`config.mk`:
```
export PLATFORM = sky130hd
export DESIGN_NAME = dcache_port_arbiter
export DESIGN_NICKNAME = d
export VERILOG_FILES = /design/src/rtl/dcache_port_arbiter.sv
export SDC_FILE = /design/constraint.sdc
export NUM_CORES = 1
export LEC_CHECK = 0
export BUFFER_PORTS_ARGS = -buffer_cell sky130_fd_sc_hd__buf_2
export CAP_MARGIN = 40
export CORE_AREA = 8 8 181 183
export DETAILED_ROUTE_END_ITERATION = 6
export DIE_AREA = 0 0 189 191
export GPL_ROUTABILITY_DRIVEN = 0
export GPL_TIMING_DRIVEN = 1
export SYNTH_ARGS = -nofsm -noshare
export SYNTH_HDL_FRONTEND = slang
export SYNTH_SLANG_ARGS = --single-unit
```
`constraint.sdc`:
```
create_clock -name clk -period 1.81 [get_ports clk]
set_input_delay 0.362 -clock clk [delete_from_list [all_inputs] [get_ports clk]]
set_output_delay 0.362 -clock clk [all_outputs]
set_load 0.02 [all_outputs]
```
`src/rtl/dcache_port_arbiter.sv`:
```
// -----------------------------------------------------------------------------
// dcache_port_arbiter
//
// Shares the single data-cache port between the load port (memory-read stage)
// and the store port (write-back stage). Only one transaction is in flight at
// a time. The arbiter drives the request phase (reqcyc/reqack) and then waits
// for the response phase (respcyc/respack for reads, writeack for writes).
// When both ports request in the same cycle, the grant alternates between
// them. A watchdog aborts a transaction that waits too long for its response.
//
// Ports
//   clk, reset                  core clock, synchronous active-high reset
//   rd_req_valid/addr/ready     load request handshake (ready is comb, IDLE only)
//   rd_resp_valid/data          one-cycle load response pulse, data held
//   wr_req_valid/addr/data/ready store request handshake (ready is comb, IDLE only)
//   wr_done                     one-cycle store completion pulse
//   reqcyc/req/reqdata/reqtag   cache request channel (registered)
//   reqack                      cache accepted the request
//   respcyc/resp/respack        cache read response and its acknowledge
//   writeack                    cache write completion
//   busy                        a transaction is in flight
//   timeout_err                 sticky watchdog-abort flag, cleared by reset
// -----------------------------------------------------------------------------
module dcache_port_arbiter #(
  parameter int ADDR_W  = 64,
  parameter int DATA_W  = 64,
  parameter int TAG_W   = 13,
  parameter int TIMEOUT = 1024
) (
  input  logic              clk,
  input  logic              reset,
  input  logic              rd_req_valid,
  input  logic [ADDR_W-1:0] rd_req_addr,
  output logic              rd_req_ready,
  output logic              rd_resp_valid,
  output logic [DATA_W-1:0] rd_resp_data,
  input  logic              wr_req_valid,
  input  logic [ADDR_W-1:0] wr_req_addr,
  input  logic [DATA_W-1:0] wr_req_data,
  output logic              wr_req_ready,
  output logic              wr_done,
  output logic              reqcyc,
  output logic [ADDR_W-1:0] req,
  output logic [DATA_W-1:0] reqdata,
  output logic [TAG_W-1:0]  reqtag,
  input  logic              reqack,
  input  logic              respcyc,
  input  logic [DATA_W-1:0] resp,
  output logic              respack,
  input  logic              writeack,
  output logic              busy,
  output logic              timeout_err
);

  typedef enum logic [2:0] {
    ST_IDLE    = 3'd0,
    ST_RD_REQ  = 3'd1,
    ST_RD_RESP = 3'd2,
    ST_WR_REQ  = 3'd3,
    ST_WR_WAIT = 3'd4
  } state_t;

  // Tag layout {READ|WRITE, MEMORY, DATA, 7'b0}: READ=1, WRITE=0, MEMORY=4'b0001, DATA=0
  localparam logic [12:0]      TAG_BASE_RD = {1'b1, 4'b0001, 1'b0, 7'b0000000};
  localparam logic [12:0]      TAG_BASE_WR = {1'b0, 4'b0001, 1'b0, 7'b0000000};
  localparam logic [TAG_W-1:0] TAG_RD      = TAG_W'(TAG_BASE_RD);
  localparam logic [TAG_W-1:0] TAG_WR      = TAG_W'(TAG_BASE_WR);

  // One extra bit so TIMEOUT-1 always fits, including power-of-two TIMEOUT
  localparam int                WDOG_W    = $clog2(TIMEOUT) + 1;
  localparam logic [WDOG_W-1:0] WDOG_LAST = WDOG_W'(TIMEOUT - 1);

  state_t             state_r;
  state_t             state_nxt_s;
  logic               last_grant_wr_r;  // 0: load port won last, 1: store port won last
  logic [WDOG_W-1:0]  wdog_r;
  logic               grant_rd_s;
  logic               grant_wr_s;
  logic               rd_fire_s;
  logic               wr_fire_s;
  logic               abort_s;
  logic               wdog_clr_s;

  assign rd_req_ready = grant_rd_s;
  assign wr_req_ready = grant_wr_s;
  assign busy         = (state_r != ST_IDLE);

  // State register
  always_ff @(posedge clk) begin
    if (reset) begin
      state_r <= ST_IDLE;
    end else begin
      state_r <= state_nxt_s;
    end
  end

  // Next-state, grant decision, completion and watchdog-abort decode
  always_comb begin
    state_nxt_s = state_r;
    grant_rd_s  = 1'b0;
    grant_wr_s  = 1'b0;
    respack     = 1'b0;
    rd_fire_s   = 1'b0;
    wr_fire_s   = 1'b0;
    abort_s     = 1'b0;
    wdog_clr_s  = 1'b0;
    case (state_r)
      ST_IDLE: begin
        // Store wins when alone, or when contested and the load port won last time
        if (wr_req_valid && (!rd_req_valid || !last_grant_wr_r)) begin
          grant_wr_s  = 1'b1;
          state_nxt_s = ST_WR_REQ;
        end else if (rd_req_valid) begin
          grant_rd_s  = 1'b1;
          state_nxt_s = ST_RD_REQ;
        end else begin
          state_nxt_s = ST_IDLE;
        end
      end
      ST_RD_REQ: begin
        if (reqack) begin
          wdog_clr_s  = 1'b1;
          state_nxt_s = ST_RD_RESP;
        end else begin
          state_nxt_s = ST_RD_REQ;
        end
      end
      ST_RD_RESP: begin
        respack = respcyc;
        // A response on the final watchdog cycle still completes normally
        if (respcyc) begin
          rd_fire_s   = 1'b1;
          state_nxt_s = ST_IDLE;
        end else if (wdog_r == WDOG_LAST) begin
          abort_s     = 1'b1;
          state_nxt_s = ST_IDLE;
        end else begin
          state_nxt_s = ST_RD_RESP;
        end
      end
      ST_WR_REQ: begin
        // writeack together with reqack finishes the store without a WR_WAIT cycle
        if (reqack && writeack) begin
          wr_fire_s   = 1'b1;
          state_nxt_s = ST_IDLE;
        end else if (reqack) begin
          wdog_clr_s  = 1'b1;
          state_nxt_s = ST_WR_WAIT;
        end else begin
          state_nxt_s = ST_WR_REQ;
        end
      end
      ST_WR_WAIT: begin
        if (writeack) begin
          wr_fire_s   = 1'b1;
          state_nxt_s = ST_IDLE;
        end else if (wdog_r == WDOG_LAST) begin
          abort_s     = 1'b1;
          state_nxt_s = ST_IDLE;
        end else begin
          state_nxt_s = ST_WR_WAIT;
        end
      end
      default: begin
        state_nxt_s = ST_IDLE;
      end
    endcase
  end

  // Remember which port won the most recent grant for contested arbitration
  always_ff @(posedge clk) begin
    if (reset) begin
      last_grant_wr_r <= 1'b0;
    end else if (grant_wr_s) begin
      last_grant_wr_r <= 1'b1;
    end else if (grant_rd_s) begin
      last_grant_wr_r <= 1'b0;
    end
  end

  // Watchdog: counts cycles spent waiting for a response, restarted on entry
  always_ff @(posedge clk) begin
    if (reset) begin
      wdog_r <= {WDOG_W{1'b0}};
    end else if (wdog_clr_s) begin
      wdog_r <= {WDOG_W{1'b0}};
    end else if ((state_r == ST_RD_RESP) || (state_r == ST_WR_WAIT)) begin
      wdog_r <= wdog_r + WDOG_W'(1);
    end
  end

  // Cache request channel: latched on grant, held stable until the next grant
  always_ff @(posedge clk) begin
    if (reset) begin
      reqcyc  <= 1'b0;
      req     <= {ADDR_W{1'b0}};
      reqdata <= {DATA_W{1'b0}};
      reqtag  <= {TAG_W{1'b0}};
    end else begin
      reqcyc <= (state_nxt_s == ST_RD_REQ) || (state_nxt_s == ST_WR_REQ);
      if (grant_wr_s) begin
        req     <= wr_req_addr;
        reqdata <= wr_req_data;
        reqtag  <= TAG_WR;
      end else if (grant_rd_s) begin
        req     <= rd_req_addr;
        reqdata <= {DATA_W{1'b0}};
        reqtag  <= TAG_RD;
      end
    end
  end

  // Requester-side completion pulses, load data capture and sticky abort flag
  always_ff @(posedge clk) begin
    if (reset) begin
      rd_resp_valid <= 1'b0;
      rd_resp_data  <= {DATA_W{1'b0}};
      wr_done       <= 1'b0;
      timeout_err   <= 1'b0;
    end else begin
      rd_resp_valid <= rd_fire_s;
      wr_done       <= wr_fire_s;
      if (rd_fire_s) begin
        rd_resp_data <= resp;
      end
      if (abort_s) begin
        timeout_err <= 1'b1;
      end
    end
  end

endmodule

```
==> impl_summary.log, run 1 <==
INFO  metric status = finished, violations left
INFO  metric violations = setup timing
INFO  metric skew = 0.00697 ns
INFO  metric grt_start_max_net_pins = 87
INFO  metric setup.worst_path.end_class = primary output
INFO  metric period_minus_slack = 1.95 ns
INFO  metric synth_top_cells_by_count = nand2_1 (268), dfxtp_1 (213), nor2_1 (84)
INFO  metric grt_pass1_wl = 46.7 mm
INFO  metric drt-total-wl = 31.2 mm
INFO  metric cts_made_buffers = 25
INFO  metric die_area = 36,100 um2
INFO  metric groute.usage.overall = 15.8%
INFO  metric area_added_between_synthesis_and_finish = 47.3%
INFO  metric synth_mux_area_share = 0%
INFO  metric yosys_warnings = 0
INFO  metric route.antenna.remaining_nets = 0
INFO  metric dieWidth = 189 um
INFO  metric worst_slew_pin_slew = 0.589 ns
INFO  metric buffer_ports.inserted = 464
INFO  metric ir_drop = 0.563 mV
INFO  metric synth_enable_flop_cells = 0
INFO  metric synth_adder_area_share = 0.156%
INFO  metric rsz0062_at_grt = yes
INFO  metric timing_worst_setup_path_type = flip-flop to primary output
INFO  metric drtIter0Drc = 404
INFO  metric globalRouteOverflowTotal = 0
INFO  metric synth_simple_gate_area_share = 18.9%
INFO  metric floorplan.io_pins = 476
INFO  metric floorplan.initialDensity = 26.7%
INFO  metric synth_cells = 981
INFO  metric crit_path_max_fanout = 3
INFO  metric final_nets = 1,690
INFO  metric syn_area = 8020 um2
INFO  metric leakage = 5.54 nW
INFO  metric report.final.hold_viol_count = 0
INFO  metric synth-compound-area-share = 20.9%
INFO  metric yosys_register_bits = 213
INFO  metric worst_setup_slack_after_layout = -0.144 ns
INFO  metric async_flop_share = 0%
INFO  metric ctsRootBufferMaster = clkbuf_16
INFO  metric antenna-diode-count = 0
INFO  metric final.period_utilization = 108%
INFO  metric synthXorXnorAreaFrac = 0.873%
INFO  metric htree_levels = 1
INFO  metric arrival_time_of_data_at_the_critical_path_endpoint = 1.59 ns
INFO  metric final_max_slew_viol_count = 0
INFO  metric vias_in_the_first_global_route = 8,469
INFO  metric critical_path_required = 1.45 ns
INFO  metric timing.critical_path.from_type = flip-flop
INFO  metric synth_ff_type = dfxtp_1
INFO  metric holdCritPathClass = input pin to flip-flop
INFO  metric clk_pin_slew = 0.06 ns
INFO  metric power.density = 1240 nW/um2
INFO  metric netlist.top_cell.by_area = dfxtp_1
INFO  metric finalSetupViolCount = 3
INFO  metric detailedPlace.worstSlack = 0.0518 ns
INFO  metric num-fill-cells = 3,106
INFO  metric finalCoreUtilization = 39.4%
INFO  metric cts-root-to-sink-buffers = 3
INFO  metric grt_antenna_before_repair = 1
INFO  metric insertion_delay = 0.51 ns
INFO  metric max_clock_freq = 512 MHz
INFO  metric sum_of_negative_setup_slack = -0.266 ns
INFO  metric detailed_place_hpwl = 23.3 mm
INFO  metric cts_tree = yes
INFO  metric final-seq-area = 4270 um2
INFO  metric timing.max_cap.violations = 0
INFO  metric floorplan.rows = 64
INFO  metric largest_family_of_logic_cells_by_synthesized_area = compound AO/OA/AOI/OAI gates
INFO  metric cts_hold_repair.buffers = 0
INFO  metric yosysSeqAreaShare = 53.1%
INFO  metric synth.distinct_cells = 38
INFO  metric synth.most_common_cell = nand2_1
INFO  metric share_of_layout_cells_above_drive_strength_1 = 38.8%
INFO  metric relSlewSlack = 60.7%
INFO  metric post_drt_via_cell_ratio = 4.62
INFO  metric synth_top_area_share = 53.1%
INFO  metric tritoncts_num_sinks = 213
INFO  metric multi_input_comb_area = 3360 um2
INFO  metric drc_violation_count_after_routing = 0
INFO  metric floorplan.core_area = 30,000 um2
INFO  metric post_synth_main_area_contributors = dfxtp_1 (53%), nand2_1 (13%), a22oi_1 (6.0%)
INFO  metric drt_pass_1_iters = 5
INFO  metric detail_route.wl_per_cell = 17.0 um
INFO  metric die_height = 191 um
INFO  metric syn-mean-instance-area = 8.18 um2
INFO  metric routed-via-count = 8,489
==> path summary, 6_finish.rpt <==
| path | startpoint | to | slack (ns) | cells past startpoint |
|---|---|---|---|---|
| worst min register to register | rd_resp_data[27] | rd_resp_data[27] | 0.45 | 2 |
| worst max-delay path | state_r[2] | respack | -0.14 | 4 |
| worst min-delay path | resp[17] | rd_resp_data[17] | 0.08 | 3 |
| worst max register to register | wdog_r[3] | wdog_r[9] | 0.11 | 4 |
==> per-stage QoR <==
stage / power [mW] / instance area (um2) / hold WS [ns] / cells
finish: 14.7 / 11800 / 0.0827 / 1838
global route: 15.4 / 11800 / 0.0705 / 1838
CTS: 14.8 / 11800 / 0.0566 / 1836
detailed placement: 9.24 / 10800 / 0.446 / 1787
global placement: 9.22 / 10800 / 0.437 / 1787
floorplan: 7.77 / 8060 / 0.452 / 991
==> final cells by class <==
type / instances / area share, %
Multi-Input combinational cell: 680 / 28.4
Tap cell: 396 / 4.19
Sequential cell: 213 / 36.1
Timing Repair Buffer: 501 / 23.6
Clock inverter: 10 / 1.51
Clock buffer: 33 / 5.97
Inverter: 5 / 0.180
==> per-layer routing <==
metal,global-route usage [%],up-vias,share of wire (%)
li1,-,4206,-
met1,17.2,3855,38
met2,27.6,373,49
met3,6.59,53,11
met4,5.20,2,2.8
met5,0,-,0.026
==> layout by cell type (no fill, tap or decap), types with 7 or more instances in the layout <==
cell / count
a21oi_1: 72
a22oi_1: 64
a31oi_1: 64
buf_12: 9
buf_2: 459
buf_4: 25
clkbuf_16: 26
conb_1: 11
dfxtp_1: 210
nand2_1: 268
nor2_1: 82
o21ai_0: 71
xnor2_1: 7
==> flip-flops by register name, indices dropped and copies added (netlist names) <==
name             flops
rd_resp_data        64
wr_done              1
reqtag               2
timeout_err          1
rd_resp_valid        1
state_r              3
wdog_r              11
last_grant_wr_r      1
req                 64
reqdata             64
reqcyc               1
==> worst max-delay path: stages (launching register included) <==
cell,delay [ns]
dfxtp_4,0.35
nand2b_4,0.13
or3b_4,0.41
inv_4,0.07
buf_6,0.11
==> cell families after synthesis <==
group	Yosys count
flops	213
other cells	1
compound gates	281
simple gates	379
fa+ha+maj	1
buf+inv	98
xor+xnor	8
==> repair_timing <==
| action | 4_1_cts | 5_1_grt |
|---|---|---|
| pin swaps | 3 | 2 |
| setup endpoints to repair | 4 | 13 |
| gates resized for setup | 17 | 2 |
| gates cloned | 0 | 1 |
| buffers inserted | 6 | 1 |
==> power by group <==
group	switching, mW	total (mW)	leakage [nW]	internal, mW
combinational	2.30	3.70	3.36	1.39
clock	1.99	5.42	0.438	3.43
sequential	0.306	5.57	1.75	5.26
(Power assumes the default switching activity.)
==> run 2, diff against run 1 <==
==> constraint.sdc (replaced) <==
create_clock -name clk -period 1.81 [get_ports clk]
set_input_delay 0.2715 -clock clk [delete_from_list [all_inputs] [get_ports clk]]
set_output_delay 0.2715 -clock clk [all_outputs]
set_load 0.02 [all_outputs]
==> impl_summary.log, run 2 (same netlist as run 1, synthesis figures left out) <==
INFO  metric ir_drop = 0.586 mV (+4.1%)
INFO  metric skew = 0.0146 ns (+0.00766 ns)
INFO  metric multi_input_comb_area = 3360 um2 (unchanged)
INFO  metric sum_of_negative_setup_slack = -0.0659 ns (+0.200 ns)
INFO  metric die_height = 191 um (unchanged)
INFO  metric insertion_delay = 0.52 ns (about the same)
INFO  metric detailed_place_hpwl = 23.6 mm (+1.3%)
INFO  metric mostFrequentLayoutCells = buf_2 (460), nand2_1 (268), dfxtp_1 (210)
INFO  metric htree_levels = 1 (unchanged)
INFO  metric drc_violation_count_after_routing = 0 (unchanged)
INFO  metric post_drt_via_cell_ratio = 4.62 (about the same)
INFO  metric drtIter0Drc = 511 (+26%)
INFO  metric grt_pass1_wl = 51.4 mm (+10%)
INFO  metric routed-via-count = 9,294 (+9.5%)
INFO  metric grt_antenna_before_repair = 1 (unchanged)
INFO  metric floorplan.rows = 64 (unchanged)
INFO  metric cts_made_buffers = 24 (-4.0%)
INFO  metric relSlewSlack = 63.0% (+2.3 points)
INFO  metric cpLargestDelayFamily = simple AND/OR/NAND/NOR gates
INFO  metric slowest_delay = 0.42 ns (about the same)
INFO  metric status = finished, violations left
INFO  metric buffer_ports.inserted = 464 (unchanged)
INFO  metric share_of_layout_cells_above_drive_strength_1 = 34.7% (-4.1 points)
INFO  metric cts_tree = yes
INFO  metric die_area = 36,100 um2 (unchanged)
INFO  metric floorplan.initialDensity = 26.7% (unchanged)
INFO  metric timing.max_cap.violations = 0 (unchanged)
INFO  metric area_added_between_synthesis_and_finish = 68.8%
INFO  metric route.antenna.remaining_nets = 0 (unchanged)
INFO  metric cts-root-to-sink-buffers = 3 (unchanged)
INFO  metric setup.worst_path.end_class = primary output
INFO  metric ctsRootBufferMaster = clkbuf_16
INFO  metric finalCoreUtilization = 45.1% (+5.7 points)
INFO  metric max_clock_freq = 534 MHz (+4.3%)
INFO  metric clk_pin_slew = 0.06 ns (about the same)
INFO  metric final_max_slew_viol_count = 0 (unchanged)
INFO  metric critical_path_required = 1.54 ns (+0.09 ns)
INFO  metric num-fill-cells = 2,854 (-8.1%)
INFO  metric floorplan.core_area = 30,000 um2 (unchanged)
INFO  metric worst_slew_pin_slew = 0.555 ns (-0.0341 ns)
INFO  metric largestRegisters = rd_resp_data x64, req x64, reqdata x64
INFO  metric globalRouteOverflowTotal = 0 (unchanged)
INFO  metric tritoncts_num_sinks = 213 (unchanged)
INFO  metric period_minus_slack = 1.87 ns (-0.0807 ns)
INFO  metric timing.critical_path.from_type = flip-flop
INFO  metric leakage = 6.26 nW (+13%)
INFO  metric groute.usage.overall = 17.3% (+1.5 points)
INFO  metric floorplan.io_pins = 476 (unchanged)
INFO  metric drt-total-wl = 33.5 mm (+7.5%)
INFO  metric worst_setup_slack_after_layout = -0.0630 ns (+0.0807 ns)
INFO  metric power.density = 1100 nW/um2 (-11%)
INFO  metric worstPathCellList = nand2b_4 > or3b_4 > inv_8 > buf_6
INFO  metric detailedPlace.worstSlack = 0.0256 ns (-0.0261 ns)
INFO  metric cp.buffers_inverters = 2 (unchanged)
INFO  metric grt_start_max_net_pins = 86 (-1.1%)
INFO  metric finalSetupViolCount = 2 (-1)
INFO  metric violations = setup timing
INFO  metric crit_path_max_fanout = 3 (unchanged)
INFO  metric drt_pass_1_iters = 5 (unchanged)
INFO  metric timing_worst_setup_path_type = flip-flop to primary output
INFO  metric final_nets = 1,862 (+10%)
INFO  metric vias_in_the_first_global_route = 9,509 (+12%)
INFO  metric rsz0062_at_grt = yes
INFO  metric arrival_time_of_data_at_the_critical_path_endpoint = 1.60 ns (about the same)
INFO  metric mostFrequentLayoutCell = buf_2
INFO  metric detail_route.wl_per_cell = 16.7 um (-1.8%)
INFO  metric report.final.hold_viol_count = 0 (unchanged)
INFO  metric final-seq-area = 4270 um2 (unchanged)
INFO  metric final.period_utilization = 103% (-4.5 points)
INFO  metric worst_path_max_delay_cell = or3b_4
INFO  metric holdCritPathClass = input pin to flip-flop
INFO  metric dieWidth = 189 um (unchanged)
run 2: cell count changes in the layout (fill, tap and decap cells not counted), sizes merged:
cell | before | now
bufinv | 5 | 4
clkinv | 5 | 4
clkinvlp | 0 | 1
dlygate4sd3 | 0 | 174
diode | 0 | 2
run 2: worst paths after layout:
path	startpoint	endpoint	slack, ns	depth (start not counted)
worst min register to register	rd_resp_data[14]	rd_resp_data[14]	0.45	2
worst max register to register	wdog_r[3]	wdog_r[10]	0.16	4
worst max-delay path	state_r[2]	respack	-0.06	4
worst min-delay path	wr_req_addr[44]	req[44]	0.02	3
run 2: repair_timing:
action | CTS | global route
endpoints found under the setup margin | 4 | 3
gates resized for setup | 16 | 1
pin swaps | 3 | 1
hold buffers | 174 | 0
buffers inserted | 4 | 0
hold endpoints to repair | 144 | 0
run 2: worst reg2reg max path, delay by kind of cell (launching register included):
| kind | cells | cell delay, ns |
|---|---|---|
| simple gates | 3 | 1.04 |
| flops | 1 | 0.40 |
| compound gates | 1 | 0.14 |
run 2: cell type report:
| type | instances | area share [%] |
|---|---|---|
| clock inverter | 9 | 1.09 |
| tap | 396 | 3.66 |
| timing repair buffer | 674 | 33.2 |
| clock buffer | 34 | 5.46 |
| inverter | 5 | 0.194 |
| antenna | 2 | 0.0370 |
| multi-input combinational | 680 | 24.8 |
| sequential | 213 | 31.5 |
run 2: where the power goes:
group	leakage, nW	internal (mW)	switching (mW)	total (mW)
clock network	0.439	3.40	1.96	5.36
registers	1.75	5.26	0.312	5.58
logic	4.07	1.61	2.38	3.99
total	6.26	10.3	4.65	14.9
run 2: through the flow:
step	hold slack, ns	std cells	total power [mW]	area [um2]
2_1_floorplan	0.408	991	7.77	8060
5_1_grt	0.0109	2012	15.7	13500
4_1_cts	0.0000500	2011	15.1	13500
3_3_place_gp	0.438	1790	9.26	10800
3_5_place_dp	0.443	1790	9.29	10800
6_report	0.0164	2013	14.9	13500
run 2: metal layers:
metal	global-route usage (%)	share of wire (%)	wire, um	vias to the layer above
met5	0	0	0	-
met4	5.98	2.9	976	0
met3	6.37	10	3340	66
met2	30.5	50	16700	405
met1	18.8	37	12500	4266
li1	-	-	-	4557
==> run 3, diff against run 2 <==
--- a/config.mk
+++ b/config.mk
@@ -12,6 +12,7 @@
 export DIE_AREA = 0 0 189 191
 export GPL_ROUTABILITY_DRIVEN = 0
 export GPL_TIMING_DRIVEN = 1
+export SETUP_SLACK_MARGIN = 0.4
 export SYNTH_ARGS = -nofsm -noshare
 export SYNTH_HDL_FRONTEND = slang
 export SYNTH_SLANG_ARGS = --single-unit
==> impl_summary.log, run 3 (same netlist as run 1, synthesis figures left out) <==
INFO  metric status = finished, violations left
INFO  metric violations = setup timing
INFO  metric floorplan.rows = 64 (unchanged)
INFO  metric floorplan.io_pins = 476 (unchanged)
INFO  metric leakage = 7.09 nW (+13%)
INFO  metric grt_util_met2 = 32.2% (+1.7 points)
INFO  metric worst_setup_slack_after_layout = -0.0759 ns (-0.0129 ns)
INFO  metric drtIter0Drc = 485 (-5.1%)
INFO  metric route.antenna.remaining_nets = 0 (unchanged)
INFO  metric relSlewSlack = 54.1% (-8.9 points)
INFO  metric clk_pin_slew = 0.06 ns (about the same)
INFO  metric routed-via-count = 10,086 (+8.5%)
INFO  metric setup.worst_path.end_class = primary output
INFO  metric rsz0062_at_grt = yes
INFO  metric critical_path_required = 1.54 ns (about the same)
INFO  metric area_added_between_synthesis_and_finish = 97.0%
INFO  metric insertion_delay = 0.52 ns (about the same)
INFO  metric grt_most_used_layer = met2
INFO  metric tritoncts_num_sinks = 213 (unchanged)
INFO  metric cts_made_buffers = 25 (+4.2%)
INFO  metric critical_path.most_common_cell = buf_6
INFO  metric cpLargestDelayFamily = simple AND/OR/NAND/NOR gates
INFO  metric final_max_slew_viol_count = 0 (unchanged)
INFO  metric max_clock_freq = 530 MHz (-0.68%)
INFO  metric groute.layer.met3.usage = 6.13% (-0.24 points)
INFO  metric holdCritPathClass = input pin to flip-flop
INFO  metric share_of_layout_cells_above_drive_strength_1 = 46.3% (+12 points)
INFO  metric mostFrequentLayoutCell = buf_2
INFO  metric arrival_time_of_data_at_the_critical_path_endpoint = 1.61 ns (about the same)
INFO  metric crit_path_max_fanout = 4 (+1)
INFO  metric detailed_place_hpwl = 23.3 mm (-1.3%)
INFO  metric post-layout-total-power = 16.7 mW (+12%)
INFO  metric ctsRootBufferMaster = clkbuf_16
INFO  metric largestRegisters = rd_resp_data x64, req x64, reqdata x64
INFO  metric die_height = 191 um (unchanged)
INFO  metric dieWidth = 189 um (unchanged)
INFO  metric drc_violation_count_after_routing = 0 (unchanged)
INFO  metric floorplan.initialDensity = 26.7% (unchanged)
INFO  metric post_drt_via_cell_ratio = 4.82 (+4.4%)
INFO  metric grt.met1_usage = 21.7% (+2.9 points)
INFO  metric slowest_delay = 0.36 ns (-0.06 ns)
INFO  metric grt_antenna_before_repair = 4 (+3)
INFO  metric num-fill-cells = 2,576 (-9.7%)
INFO  metric worst_slew_pin_slew = 0.688 ns (+0.133 ns)
INFO  metric detailedPlace.worstSlack = 0.118 ns (+0.0920 ns)
INFO  metric floorplan.core_area = 30,000 um2 (unchanged)
INFO  metric report.final.hold_viol_count = 0 (unchanged)
INFO  metric cts_tree = yes
INFO  metric worstPathCellList = buf_6 > nor3_4 > buf_6 > and3_4 > buf_6
INFO  metric groute.usage.overall = 18.8% (+1.5 points)
INFO  metric skew = 0.00868 ns (-0.00595 ns)
INFO  metric worst_path_max_delay_cell = dfxtp_4
INFO  metric finalSetupViolCount = 44 (+42)
INFO  metric mostFrequentLayoutCells = buf_2 (459), nand2_1 (251), dfxtp_1 (205)
INFO  metric grt_pass1_wl = 55.2 mm (+7.4%)
INFO  metric globalRouteOverflowTotal = 0 (unchanged)
INFO  metric cts-root-to-sink-buffers = 3 (unchanged)
INFO  metric drt_pass_1_iters = 5 (unchanged)
INFO  metric detail_route.wl_per_cell = 19.1 um (+15%)
INFO  metric power.density = 1050 nW/um2 (-4.4%)
INFO  metric vias_in_the_first_global_route = 9,821 (+3.3%)
INFO  metric grt_start_max_net_pins = 89 (+3.5%)
INFO  metric final.period_utilization = 104% (+0.71 points)
INFO  metric cp.buffers_inverters = 3 (+1)
INFO  metric ir_drop = 0.620 mV (+5.7%)
INFO  metric drt-total-wl = 39.9 mm (+19%)
INFO  metric buffer_ports.inserted = 464 (unchanged)
INFO  metric finalCoreUtilization = 52.6% (+7.5 points)
INFO  metric period_minus_slack = 1.89 ns (+0.0129 ns)
INFO  metric final_nets = 1,938 (+4.1%)
INFO  metric timing.max_cap.violations = 0 (unchanged)
INFO  metric htree_levels = 1 (unchanged)
INFO  metric timing.critical_path.from_type = flip-flop
INFO  metric timing_worst_setup_path_type = flip-flop to primary output
INFO  metric die_area = 36,100 um2 (unchanged)
run 3: worst paths after layout:
| path | cells after the start | slack [ns] | end | from |
|---|---|---|---|---|
| setup / recovery | 5 | -0.08 | rd_req_ready | state_r[1] |
| hold / removal | 3 | 0.02 | req[23] | wr_req_addr[23] |
| hold reg to reg | 2 | 0.45 | rd_resp_data[15] | rd_resp_data[15] |
| setup reg to reg | 12 | -0.06 | reqdata[56] | state_r[1] |
run 3: layout make-up:
cell class,count,area [um2],area share [%]
repair buffers,749,5920,37.4
multi-input cells,680,4290,27.1
flip-flops and latches,213,4290,27.1
clock buffers,36,707,4.47
well taps,396,495,3.13
clock inverters,7,72.6,0.459
inverters,5,21.3,0.135
diodes,6,15.0,0.0950
run 3: what timing repair did:
item                                    in CTS  in global routing
buffers inserted                            20                 23
hold buffers                               185                  1
hold endpoints to repair                   151                  1
resized for setup                           68                247
cloned                                      13                 15
endpoints found under the setup margin     211                215
pin swaps                                   21                104
run 3: power by group:
part	switching, mW	internal, mW
Sequential	0.386	5.26
Clock	1.98	2.85
Combinational	3.18	3.00
Total	5.55	11.1
run 3: tightest hold or removal path: cells and delay by family:
family	cells	cell delay, ns
compound gates	1	0.07
buf+inv	1	0.09
simple gates	1	0.04
run 3: stage by stage:
stage	std cells	TNS, ns	area, um2	hold slack [ns]
after floorplan	991	0	8270	0.407
after global placement	1786	0	10800	0.439
after detailed placement	1786	0	10800	0.444
after CTS	2047	-0.469	14300	0.0000484
after global routing	2089	-6.67	15800	0.00591
final	2092	-0.980	15800	0.0173
run 3: metal layers:
metal	part of all wire, %	wire (um)
met3	8.8	3500
met4	2.7	1080
met2	50	19900
met5	0.020	8
met1	39	15400
